--- config.mk ---
export PLATFORM = sky130hd
export DESIGN_NAME = traffic_light_ctrl_flat
export DESIGN_NICKNAME = d
export VERILOG_FILES = /design/src/rtl/tlc_pkg.sv /design/src/rtl/tlc_if.sv /design/src/rtl/tlc_phase_timer.sv /design/src/rtl/traffic_light_ctrl.sv /design/src/flat_wrapper.sv
export SDC_FILE = /design/constraint.sdc
export NUM_CORES = 1
export LEC_CHECK = 0
export ABC_AREA = 1
export ABC_CLOCK_PERIOD_IN_PS = 6200
export BUFFER_PORTS_ARGS = -buffer_cell sky130_fd_sc_hd__buf_2
export CORE_UTILIZATION = 40
export DETAILED_ROUTE_END_ITERATION = 10
export GPL_TIMING_DRIVEN = 0
export PLACE_DENSITY_LB_ADDON = 0.25
export RECOVER_POWER = 100
export SLEW_MARGIN = 15
export SYNTH_ARGS = -nofsm -noshare
export SYNTH_HDL_FRONTEND = slang
export SYNTH_HIERARCHICAL = 1
export SYNTH_SLANG_ARGS = --single-unit
--- constraint.sdc ---
create_clock -name clk -period 6.2 [get_ports clk]
set_clock_uncertainty 0.1 [all_clocks]
set_input_delay 0.93 -clock clk [delete_from_list [all_inputs] [get_ports clk]]
set_output_delay 0.93 -clock clk [all_outputs]
set_load 0.03 [all_outputs]
--- src/rtl/tlc_pkg.sv ---
`default_nettype none
// ============================================================================
// Module : tlc_pkg
// Brief  : Shared phase encoding, lamp constants and counter sizing for
//          the N-way traffic-light controller.
// Rev    : 1.0  initial release
// ============================================================================
package tlc_pkg;

    typedef enum logic [1:0] {
        PH_GREEN   = 2'd0,
        PH_YELLOW  = 2'd1,
        PH_ALL_RED = 2'd2,
        PH_WALK    = 2'd3
    } phase_e;

    // Lamp triple packed as {green, yellow, red}
    localparam logic [2:0] LAMP_GREEN  = 3'b100;
    localparam logic [2:0] LAMP_YELLOW = 3'b010;
    localparam logic [2:0] LAMP_RED    = 3'b001;

    function automatic int cnt_width(input int a, input int b, input int c,
                                     input int d, input int e);
        int m;
        m = a;
        if (b > m) m = b;
        if (c > m) m = c;
        if (d > m) m = d;
        if (e > m) m = e;
        if (m < 1) return 1;
        return $clog2(m + 1);
    endfunction

endpackage
`default_nettype wire

--- src/rtl/tlc_if.sv ---
`default_nettype none
// ============================================================================
// Module : tlc_if
// Brief  : Sensor and lamp bundle of the traffic-light controller.
//          Pedestrian signals exist only when TLC_PED_EN is defined.
// Rev    : 1.0  initial release
// ============================================================================
interface tlc_if #(
    parameter int N_WAYS = 3
) ();
    localparam int AW = $clog2(N_WAYS);

    logic [N_WAYS-1:0] car_sense;
    logic [N_WAYS-1:0] green;
    logic [N_WAYS-1:0] yellow;
    logic [N_WAYS-1:0] red;
    logic [AW-1:0]     active_way;
    logic [1:0]        phase;
`ifdef TLC_PED_EN
    logic              ped_req;
    logic              walk;

    modport master (input car_sense, ped_req,
                    output green, yellow, red, active_way, phase, walk);
    modport slave  (output car_sense, ped_req,
                    input green, yellow, red, active_way, phase, walk);
`else
    modport master (input car_sense,
                    output green, yellow, red, active_way, phase);
    modport slave  (output car_sense,
                    input green, yellow, red, active_way, phase);
`endif
endinterface
`default_nettype wire

--- src/rtl/tlc_phase_timer.sv ---
`default_nettype none
// ============================================================================
// Module : tlc_phase_timer
// Brief  : Loadable saturating down-counter; done while the count is zero.
// Rev    : 1.0  initial release
// ============================================================================
module tlc_phase_timer #(
    parameter int WIDTH = 4
) (
    input  logic             clk,
    input  logic             rst_n,
    input  logic             load,
    input  logic [WIDTH-1:0] load_val,
    output logic             done
);
    logic [WIDTH-1:0] count_q;
    logic [WIDTH-1:0] count_d;

    always_comb begin
        count_d = count_q;
        if (load)
            count_d = load_val;
        else if (count_q != '0)
            count_d = count_q - 1'b1;
    end

    always_ff @(posedge clk or negedge rst_n) begin
        if (!rst_n) count_q <= '0;
        else        count_q <= count_d;
    end

    assign done = (count_q == '0);
endmodule
`default_nettype wire

--- src/rtl/traffic_light_ctrl.sv ---
`default_nettype none
// ============================================================================
// Module : traffic_light_ctrl
// Brief  : N-way round-robin traffic-light controller with min/max green.
//          Define TLC_PED_EN to add the pedestrian WALK phase.
// Rev    : 1.0  initial release
// ============================================================================
module traffic_light_ctrl
    import tlc_pkg::*;
#(
    parameter int N_WAYS        = 3,
    parameter int MIN_GREEN     = 4,
    parameter int MAX_GREEN     = 10,
    parameter int YELLOW_CYCLES = 2,
    parameter int ALLRED_CYCLES = 1,
    parameter int WALK_CYCLES   = 5
) (
    input  logic  clk,
    input  logic  rst_n,
    tlc_if.master bus
);
    localparam int AW = $clog2(N_WAYS);
    localparam int CW = cnt_width(MIN_GREEN, MAX_GREEN, YELLOW_CYCLES,
                                  ALLRED_CYCLES, WALK_CYCLES);

    localparam logic [CW:0]   C_MIN_X = (CW+1)'(MIN_GREEN);
    localparam logic [CW:0]   C_MAX_X = (CW+1)'(MAX_GREEN);
    localparam logic [CW-1:0] C_MAX   = CW'(MAX_GREEN);
    localparam logic [CW-1:0] C_YEL   = CW'(YELLOW_CYCLES - 1);
    localparam logic [CW-1:0] C_AR    = CW'(ALLRED_CYCLES - 1);
    localparam logic [N_WAYS-1:0] C_LAMP0 = N_WAYS'(1);

    phase_e            phase_q, phase_d;
    logic [AW-1:0]     way_q, way_d;
    logic [CW-1:0]     g_q, g_d;
    logic [N_WAYS-1:0] req_q, req_d;
    logic [N_WAYS-1:0] green_q, green_d, yellow_q, yellow_d, red_q, red_d;
    logic [N_WAYS-1:0] way_oh;
    logic [CW:0]       g_inc;
    logic [2:0]        lamp;
    logic              pending, enter_green, tmr_load, tmr_done;
    logic [CW-1:0]     tmr_val;
`ifdef TLC_PED_EN
    localparam logic [CW-1:0] C_WALK = CW'(WALK_CYCLES - 1);
    logic              ped_q, ped_d, walk_q, walk_d;
`endif

    // First requesting approach after cur, wrapping; cur itself is searched last.
    function automatic logic [AW-1:0] rr_next(input logic [N_WAYS-1:0] req,
                                              input logic [AW-1:0] cur);
        logic [AW-1:0] sel;
        logic          found;
        int            idx;
        sel   = cur;
        found = 1'b0;
        for (int k = 1; k <= N_WAYS; k++) begin
            idx = (int'(cur) + k) % N_WAYS;
            if (!found && req[idx]) begin
                sel   = AW'(idx);
                found = 1'b1;
            end
        end
        return sel;
    endfunction

    tlc_phase_timer #(.WIDTH(CW)) u_timer (
        .clk      (clk),
        .rst_n    (rst_n),
        .load     (tmr_load),
        .load_val (tmr_val),
        .done     (tmr_done)
    );

    always_comb begin
        way_oh         = '0;
        way_oh[way_q]  = 1'b1;
        g_inc          = {1'b0, g_q} + 1'b1;
        pending        = |(req_q & ~way_oh);
`ifdef TLC_PED_EN
        pending        = pending | ped_q;
`endif
    end

    always_comb begin
        phase_d     = phase_q;
        way_d       = way_q;
        g_d         = (g_q == C_MAX) ? g_q : g_q + 1'b1;
        req_d       = req_q | bus.car_sense;
        tmr_load    = 1'b0;
        tmr_val     = '0;
        enter_green = 1'b0;
`ifdef TLC_PED_EN
        ped_d       = ped_q | bus.ped_req;
`endif
        case (phase_q)
            PH_GREEN: begin
                if (pending && ((!bus.car_sense[way_q] && g_inc >= C_MIN_X) ||
                                g_inc >= C_MAX_X)) begin
                    phase_d  = PH_YELLOW;
                    tmr_load = 1'b1;
                    tmr_val  = C_YEL;
                end
            end
            PH_YELLOW: begin
                if (tmr_done) begin
                    phase_d  = PH_ALL_RED;
                    tmr_load = 1'b1;
                    tmr_val  = C_AR;
                end
            end
            PH_ALL_RED: begin
                if (tmr_done) begin
`ifdef TLC_PED_EN
                    if (ped_q) begin
                        phase_d  = PH_WALK;
                        tmr_load = 1'b1;
                        tmr_val  = C_WALK;
                        ped_d    = 1'b0;
                    end else begin
                        enter_green = 1'b1;
                    end
`else
                    enter_green = 1'b1;
`endif
                end
            end
`ifdef TLC_PED_EN
            PH_WALK: begin
                if (tmr_done) enter_green = 1'b1;
            end
`endif
            default: phase_d = PH_GREEN;
        endcase

        // Entry clear wins over a sensor still high on the same edge.
        if (enter_green) begin
            way_d        = rr_next(req_q, way_q);
            phase_d      = PH_GREEN;
            g_d          = '0;
            req_d[way_d] = 1'b0;
        end
    end

    always_comb begin
        green_d  = '0;
        yellow_d = '0;
        red_d    = '0;
        lamp     = LAMP_RED;
        for (int i = 0; i < N_WAYS; i++) begin
            lamp = LAMP_RED;
            if (way_d == AW'(i)) begin
                if (phase_d == PH_GREEN)       lamp = LAMP_GREEN;
                else if (phase_d == PH_YELLOW) lamp = LAMP_YELLOW;
            end
            green_d[i]  = lamp[2];
            yellow_d[i] = lamp[1];
            red_d[i]    = lamp[0];
        end
`ifdef TLC_PED_EN
        walk_d = (phase_d == PH_WALK);
`endif
    end

    always_ff @(posedge clk or negedge rst_n) begin
        if (!rst_n) begin
            phase_q  <= PH_GREEN;
            way_q    <= '0;
            g_q      <= '0;
            req_q    <= '0;
            green_q  <= C_LAMP0;
            yellow_q <= '0;
            red_q    <= ~C_LAMP0;
`ifdef TLC_PED_EN
            ped_q    <= 1'b0;
            walk_q   <= 1'b0;
`endif
        end else begin
            phase_q  <= phase_d;
            way_q    <= way_d;
            g_q      <= g_d;
            req_q    <= req_d;
            green_q  <= green_d;
            yellow_q <= yellow_d;
            red_q    <= red_d;
`ifdef TLC_PED_EN
            ped_q    <= ped_d;
            walk_q   <= walk_d;
`endif
        end
    end

    assign bus.green      = green_q;
    assign bus.yellow     = yellow_q;
    assign bus.red        = red_q;
    assign bus.active_way = way_q;
    assign bus.phase      = phase_q;
`ifdef TLC_PED_EN
    assign bus.walk       = walk_q;
`endif
endmodule
`default_nettype wire

--- src/flat_wrapper.sv ---
// flat-port wrapper written by rule: the top's interface ports become plain ports
module traffic_light_ctrl_flat import tlc_pkg::*;
#(
    parameter int N_WAYS        = 3,
    parameter int MIN_GREEN     = 4,
    parameter int MAX_GREEN     = 10,
    parameter int YELLOW_CYCLES = 2,
    parameter int ALLRED_CYCLES = 1,
    parameter int WALK_CYCLES   = 5
)
  (clk, rst_n, bus_car_sense, bus_green, bus_yellow, bus_red, bus_active_way, bus_phase);
  tlc_if #(.N_WAYS(N_WAYS)) bus_i ();
  input  logic clk;
  input  logic rst_n;
  input wire logic [$bits(bus_i.car_sense)-1:0] bus_car_sense;
  output wire logic [$bits(bus_i.green)-1:0] bus_green;
  output wire logic [$bits(bus_i.yellow)-1:0] bus_yellow;
  output wire logic [$bits(bus_i.red)-1:0] bus_red;
  output wire logic [$bits(bus_i.active_way)-1:0] bus_active_way;
  output wire logic [$bits(bus_i.phase)-1:0] bus_phase;
  assign bus_i.car_sense = bus_car_sense;
  assign bus_green = bus_i.green;
  assign bus_yellow = bus_i.yellow;
  assign bus_red = bus_i.red;
  assign bus_active_way = bus_i.active_way;
  assign bus_phase = bus_i.phase;
  traffic_light_ctrl #(.N_WAYS(N_WAYS), .MIN_GREEN(MIN_GREEN), .MAX_GREEN(MAX_GREEN), .YELLOW_CYCLES(YELLOW_CYCLES), .ALLRED_CYCLES(ALLRED_CYCLES), .WALK_CYCLES(WALK_CYCLES)) u_core (.clk(clk), .rst_n(rst_n), .bus(bus_i));
endmodule
==> impl_summary.txt, run 1 <==
----------------------------------------------------
[Run status]
  Status ... complete, no violations

[Cells and area]
  Area used by multi-input combinational logic ... 659 sq um
  Fin nets ... 218
  Fraction of layout instances using a drive strength above 1 ... 0.0931
  Post-Route Utilization ... 0.452
  Most common cell after layout, fill and taps aside ... nand2_1
  Number of antenna cells inserted ... 0
  Layout-stage area growth over the synthesis result ... 8.19%
  Commonest non-fill, non-tap cells in the layout ... 49 x nand2_1, 24 x inv_1, 23 x nand3_1
  Flip-flop and latch area ... 604 sq um
  Fill cell instance count of the final layout ... 386

[Global routing]
  Global route total overflow ... 0
  Overall global routing resource usage ... 0.160
  Number of global-route vias before repair ... 1,042
  Largest net degree at the start of global routing ... 25
  Number of antenna violations at the first check in global routing ... 0
  Global-route wire length before repair ... 4.41 mm

[Detailed routing]
  Routed wire per std cell ... 10.3 um
  Total Wirelength ... 2.57 mm
  Via count normalized by instance count ... 4.60
  Via count of the routed design ... 1,149
  DR DRC count ... 0
  Violation count after the first detailed-route iteration ... 42
  Detailed Routing Iterations Pass 1 ... 4
  Antenna Nets Post-Route ... 0

[Floorplanning]
  Number of I/O pins ... 18
  Effective utilization at floorplan ... 0.418
  Core area ... 3360 sq um
  Die extent in x ... 61.3 um
  Cell Rows ... 21
  Die footprint ... 3760 sq um
  Chip height ... 61.3 um

[Clocking]
  TritonCTS clock tree ... yes
  Post-CTS Hold Buffers ... 0
  Maximum buffer depth of the clock tree ... 2
  Post-CTS resize count ... 0
  H-tree level count ... 1
  Reg clk slew, reported paths ... 120 ps
  CTS buffer count ... 3
  Number of buffers added for setup after CTS ... 0
  Clock insertion delay at the later pin of the skew report ... 300 ps
  Clock Root Buffer ... clkbuf_4
  Clk sinks ... 24

[STA]
  Slew @ Worst Pin ... 1240 ps
  Period Utilization, post-route ... 0.421
  Final setup TNS ... 0 ps
  Final number of setup-violating endpoints ... 0
  Worst slew margin relative to its limit ... 0.172
  Unrepaired setup endpoints after global routing ... no
  Fmax ... 383 MHz
  Max Transition Viols Final ... 0
  Period minus WS final ... 2610 ps
  Final hold violation count ... 0
  Worst setup margin ... 3590 ps

[Logic synthesis]
  Proportion of synthesized area in mux cells ... 0
  Asr flop ratio synth ... 1.00
  Post-synthesis cell count ... 181
  Cell variety after synth ... 25
  Average size of a mapped cell ... 7.77 sq um
  Sequential-to-total area share from yosys stat ... 0.430
  Number of enable flip-flop cells after synthesis ... 0
  Area fraction in and, or, nand and nor cells after synthesis ... 0.312
  Prevailing post-synth register cell ... dfrtp_1
  Area of the mapped netlist ... 1410 sq um
  Main combinational cell family by area after synthesis ... simple AND/OR/NAND/NOR gates
  Fraction of synthesized cell area in xor and xnor cells ... 0.0187
  Synth Area in Adders ... 0.0712
  Number of warning messages in the yosys log ... 6
  Flops & latches, synth ... 24
  Complex-gate fraction of the synthesized area ... 0.0899

[Worst hold path]
  Worst hold path type ... reg2reg

[Pwr]
  Max VDD drop ... 0.295 mV
  Leakage power ... 0.775 nW
  Power per Cell Area ... 577 nW/um^2
  Total design power ... 0.879 mW

[Critical path]
  CP arrival ... 2750 ps
  Cells along the critical path ... inv_1 -> ha_1 -> inv_1 -> nand2_2 -> nand3_1 -> nand2_1 -> nand2_2 -> clkinvlp_2 -> nand2_1 -> nand2_2 -> nand2_1 -> a21oi_1 -> nand2_1 -> nor2_1
  Worst EP required ... 6340 ps
  Kind of cell with the highest combined delay on the critical path ... simple AND/OR/NAND/NOR gates
  Number of buffers and inverters on the critical path ... 3
  Max Fanout on Critical Path ... 7
  CP endpoint kind ... register
  Cell repeated most along the worst path ... nand2_1
  Kind of launch point of the worst setup path ... register
  Critical setup path kind ... reg2reg
  Master of the slowest instance on the critical path ... dfrtp_1
  Crit path largest cell delay ... 500 ps

[Place]
  Pre-CTS worst setup slack ... 3880 ps
  Placed wire-length estimate after detailed placement ... 2.03 mm
  Routability cong. ... 0.812
  Count of buffers inserted at the top-level ports ... 17

[Job]
  Number of maximum-capacitance constraint violations ... 0

----------------------------------------------------
## worst reg2reg max path: stages (launching register included)
cell and delay [ps]:
dfrtp_1 500, inv_1 160, ha_1 420, inv_1 120
nand2_2 60, nand3_1 80, nand2_1 160, nand2_2 70
clkinvlp_2 100, nand2_1 80, nand2_2 70, nand2_1 110
a21oi_1 300, nand2_1 130, nor2_1 110
## power breakdown
| part | leakage [nW] | switching, mW | internal [mW] | total, mW |
|---|---|---|---|---|
| clock | 0.0150 | 0.0413 | 0.0250 | 0.0664 |
| combinational | 0.475 | 0.370 | 0.172 | 0.543 |
| sequential | 0.285 | 0.0447 | 0.225 | 0.270 |
## metal layers
| layer | global-route usage | part of all wire | vias to the layer above |
|---|---|---|---|
| met4 | 0.0584 | 0.0066 | 0 |
| met2 | 0.256 | 0.45 | 18 |
| met5 | 0 | 0 | - |
| li1 | - | - | 618 |
| met1 | 0.227 | 0.52 | 511 |
| met3 | 0.0126 | 0.023 | 2 |
## through the flow
| step | area (sq um) | hold WS [ps] | instances |
|---|---|---|---|
| 6_report | 1520 | 460 | 250 |
| 5_1_grt | 1520 | 515 | 250 |
| 4_1_cts | 1580 | 464 | 250 |
| 3_5_place_dp | 1560 | 443 | 246 |
| 3_3_place_gp | 1560 | 438 | 246 |
| 2_1_floorplan | 1410 | 403 | 183 |
## kinds of logic (layout without fill, tap and decap cells)
family / count (synthesis) / after routing
simple gates: 96 / 96
flops: 24 / 24
fa+ha+maj: 8 / 8
buf+inv: 28 / 49
other cells: 1 / 3
compound gates: 21 / 21
xor+xnor: 3 / 3
## registers in the layout, indices dropped and copies added (netlist names)
signal and count:
u_core/u_timer/count_q 4, u_core/bus.yellow 3, u_core/bus.green 3, u_core/g_q 4, u_core/bus.phase 2, u_core/bus.red 3, u_core/bus.active_way 2, u_core/req_q 3
## Yosys cell counts (2+ instances only)
master / n / area share
nand3_2: 3 / 0.021
inv_2: 4 / 0.011
nor2_2: 2 / 0.0089
inv_1: 23 / 0.061
nand2_2: 8 / 0.036
o21ai_0: 12 / 0.043
ha_1: 8 / 0.071
nor2_1: 17 / 0.045
nand3_1: 21 / 0.075
a21oi_1: 3 / 0.011
dfstp_2: 3 / 0.056
nand2_1: 43 / 0.11
xnor2_1: 2 / 0.012
dfrtp_1: 21 / 0.37
## layout make-up
cell class,count,share of cell area
Multi-Input combinational cell,131,0.433
Tap cell,46,0.0378
Inverter,28,0.0699
Timing Repair Buffer,17,0.0444
Sequential cell,24,0.397
Clock buffer,4,0.0173
## final timing paths
check                                             to  slack (ps)                      from  cells past startpoint
max                             u_core/bus.yellow[1]        3590  u_core/bus.active_way[1]                     14
min                                    u_core/g_q[0]         460             u_core/g_q[0]                      1
max reg2reg                     u_core/bus.yellow[1]        3590  u_core/bus.active_way[1]                     14
min reg2reg                            u_core/g_q[0]         460             u_core/g_q[0]                      1
max in group asynchronous            u_core/req_q[1]        4510                     rst_n                      1
min in group asynchronous  u_core/u_timer/count_q[2]         760                     rst_n                      1
Note: power is estimated with default switching activity, not from simulation.
==> inputs of run 2 (changes only) <==
Settings changed: ABC_CLOCK_PERIOD_IN_PS 6200 to 2700.
Clock period 6.2 ns to 2.7 ns, I/O delays scaled along.
==> run 2 against run 1 <==
  * Count of clock-buffer cells in the layout unchanged
  * Register-to-register slack got worse by 3300 ps
  * Cell count increased by 0.40%
  * Cell area increased by 2.2%
  * Worst setup slack got worse by 3300 ps
  * Flip-flop and latch count unchanged
  * Maximum frequency increased by 10%
  * Routed wire length decreased by 0.19%
  * Global-route usage about the same
  * Sequential share of layout area decreased by 0.86 points
  * Total power increased by 130%
==> impl_summary.txt, run 2 (synthesis results as in run 1) <==
----------------------------------------------------
[Run status]
  Status ... complete, no violations

[Cells and area]
  Layout-stage area growth over the synthesis result ... 10.6%
  Fin nets ... 219 (+0.46%)
  Commonest non-fill, non-tap cells in the layout ... 46 x nand2_1, 23 x inv_1, 23 x nand3_1
  Final design instance area without fill ... 1560 sq um (+2.2%)
  Registers with the highest flip-flop counts ... u_core/g_q: 4 flops, u_core/u_timer/count_q: 4 flops
  Most common cell after layout, fill and taps aside ... nand2_1
  Fraction of layout instances using a drive strength above 1 ... 0.117 (+0.0239)
  Number of antenna cells inserted ... 0 (unchanged)
  Non-filler cells, final ... 251 (+0.40%)

[Place]
  Count of buffers inserted at the top-level ports ... 17 (unchanged)
  Instance area after placement ... 1560 sq um (unchanged)
  Placed wire-length estimate after detailed placement ... 2.03 mm (unchanged)
  Total instance count after detailed placement ... 246 (unchanged)
  Routability cong. ... 0.812 (unchanged)

[Clocking]
  H-tree level count ... 1 (unchanged)
  Clock insertion delay at the later pin of the skew report ... 300 ps (about the same)
  Clock Root Buffer ... clkbuf_4
  Number of buffers added for setup after CTS ... 0 (unchanged)
  Maximum buffer depth of the clock tree ... 2 (unchanged)
  Reg clk slew, reported paths ... 120 ps (about the same)
  TritonCTS clock tree ... yes
  CTS buffer count ... 3 (unchanged)
  Clk sinks ... 24 (unchanged)

[Pwr]
  Total design power ... 2.06 mW (+130%)
  Internal power consumption ... 0.990 mW (+130%)
  Leakage power ... 0.791 nW (+2.1%)
  Clock power frac ... 0.074 (-0.002)
  Combinational Power Share ... 0.627 (+0.009)
  Max VDD drop ... 0.675 mV (+130%)
  Part of the total power dissipated in sequential elements ... 0.300 (-0.007)
  Switching component of the power ... 1.07 mW (+140%)
  Sw Ratio ... 0.520 (+0.00129)
  Power per Cell Area ... 1330 nW/um^2 (+130%)

[Detailed routing]
  Routed wire per std cell ... 10.2 um (-0.59%)
  DR DRC count ... 0 (unchanged)
  Detailed Routing Iterations Pass 1 ... 4 (unchanged)
  Via count normalized by instance count ... 4.53 (-1.5%)
  Via count of the routed design ... 1,136 (-1.1%)
  Antenna Nets Post-Route ... 0 (unchanged)
  Violation count after the first detailed-route iteration ... 47 (+12%)
  Total Wirelength ... 2.57 mm (-0.19%)

[Critical path]
  Master of the slowest instance on the critical path ... dfrtp_1
  Cells along the critical path ... inv_1 -> ha_1 -> inv_2 -> nand2_2 -> nand3_2 -> nand2_4 -> nand2_2 -> clkinv_2 -> nand2_2 -> nand2_1 -> nand3_1 -> nand2_1 -> inv_2 -> nand2_1 -> nor2_1
  CP arrival ... 2460 ps (-290 ps)
  Number of buffers and inverters on the critical path ... 4 (+1)
  Kind of launch point of the worst setup path ... register
  Max Fanout on Critical Path ... 7 (unchanged)
  Worst EP required ... 2790 ps (-3550 ps)
  Crit path largest cell delay ... 500 ps (about the same)
  Critical setup path kind ... reg2reg
  CP endpoint kind ... register
  Kind of cell with the highest combined delay on the critical path ... simple AND/OR/NAND/NOR gates

[Worst hold path]
  Worst hold path type ... in2reg

[STA]
  Final number of setup-violating endpoints ... 0 (unchanged)
  Final hold violation count ... 0 (unchanged)
  Fmax ... 423 MHz (+10%)
  Period Utilization, post-route ... 0.876 (+0.455)
  Max Transition Viols Final ... 0 (unchanged)
  Period minus WS final ... 2360 ps (-247 ps)
  Final setup TNS ... 0 ps (unchanged)
  Slew @ Worst Pin ... 1250 ps (+7.00 ps)
  Worst hold-check slack ... 242 ps (-218 ps)
  Worst slew margin relative to its limit ... 0.167 (-0.00467)
  Unrepaired setup endpoints after global routing ... no

[Global routing]
  Number of antenna violations at the first check in global routing ... 0 (unchanged)
  Global route total overflow ... 0 (unchanged)
  Met1 track demand over resource in global routing ... 0.228 (+0.00134)
  Global routing met2 resource utilization ... 0.256 (unchanged)
  Global-route wire length before repair ... 4.42 mm (+0.29%)
  Overall global routing resource usage ... 0.160 (+0.000446)
  Most Used Layer, Global Route ... met2
  Number of global-route vias before repair ... 1,045 (+0.29%)
  Largest net degree at the start of global routing ... 25 (unchanged)
  Met3 Resource Use GR ... 0.0126 (unchanged)

[Floorplanning]
  Die extent in x ... 61.3 um (unchanged)
  Core area ... 3360 sq um (unchanged)
  Chip height ... 61.3 um (unchanged)
  Number of I/O pins ... 18 (unchanged)
  Effective utilization at floorplan ... 0.418 (unchanged)
  Die footprint ... 3760 sq um (unchanged)
  Cell Rows ... 21 (unchanged)

[Job]
  Number of maximum-capacitance constraint violations ... 0 (unchanged)

----------------------------------------------------
==> run 2: cell count changes in the layout (fill, tap and decap cells not counted), sizes merged <==
cell	change
dlygate4sd3	+1
clkinvlp	-1
clkinv	+1
==> run 2: metrics by stage <==
step / setup slack, ps / utilization
after CTS: 385 / 0.474
after detailed placement: 405 / 0.463
final: 335 / 0.462
after global routing: 110 / 0.462
after floorplan: 491 / -
after global placement: 393 / 0.463
==> run 2: area by class of cell <==
type	count	area, sq um
fillers	383	1810
repair buffers	18	77.6
clock buffers	4	26.3
multi-input cells	131	683
inverters	28	106
flip-flops and latches	24	604
well taps	46	57.6
==> run 2: layer usage <==
metal	vias to the layer above	part of all wire
met3	2	0.018
met4	0	0.0066
met2	15	0.45
met5	-	0
met1	500	0.53
li1	619	-
==> run 2: worst min-delay path: stages <==
cell and delay (ps):
buf_2 90, o21ai_0 70, inv_1 50
==> run 2: path summary, 6_finish.rpt <==
kind                                               start                        end  slack [ps]  cells after the start
worst max-delay path            u_core/bus.active_way[1]       u_core/bus.yellow[0]         340                     15
worst min-delay path                    bus_car_sense[2]            u_core/req_q[2]         240                      3
worst max register to register  u_core/bus.active_way[1]       u_core/bus.yellow[0]         340                     15
worst min register to register             u_core/g_q[0]              u_core/g_q[0]         460                      1
max in group asynchronous                          rst_n   u_core/bus.active_way[1]         980                      2
min in group asynchronous                          rst_n  u_core/u_timer/count_q[2]         780                      2
==> run 2: power groups by stage <==
stage / sequential, mW / combinational [mW] / clock [mW]
global route: 0.641 / 1.51 / 0.175
global placement: 0.627 / 1.35 / 0
CTS: 0.617 / 1.37 / 0.163
floorplan: 0.757 / 0.948 / 0
detailed placement: 0.623 / 1.36 / 0
finish: 0.619 / 1.29 / 0.152
==> run 2: repair_timing <==
item | in CTS | in global routing
resized for setup | 0 | 0
hold buffers | 1 | 0
endpoints found under the hold margin | 21 | 0
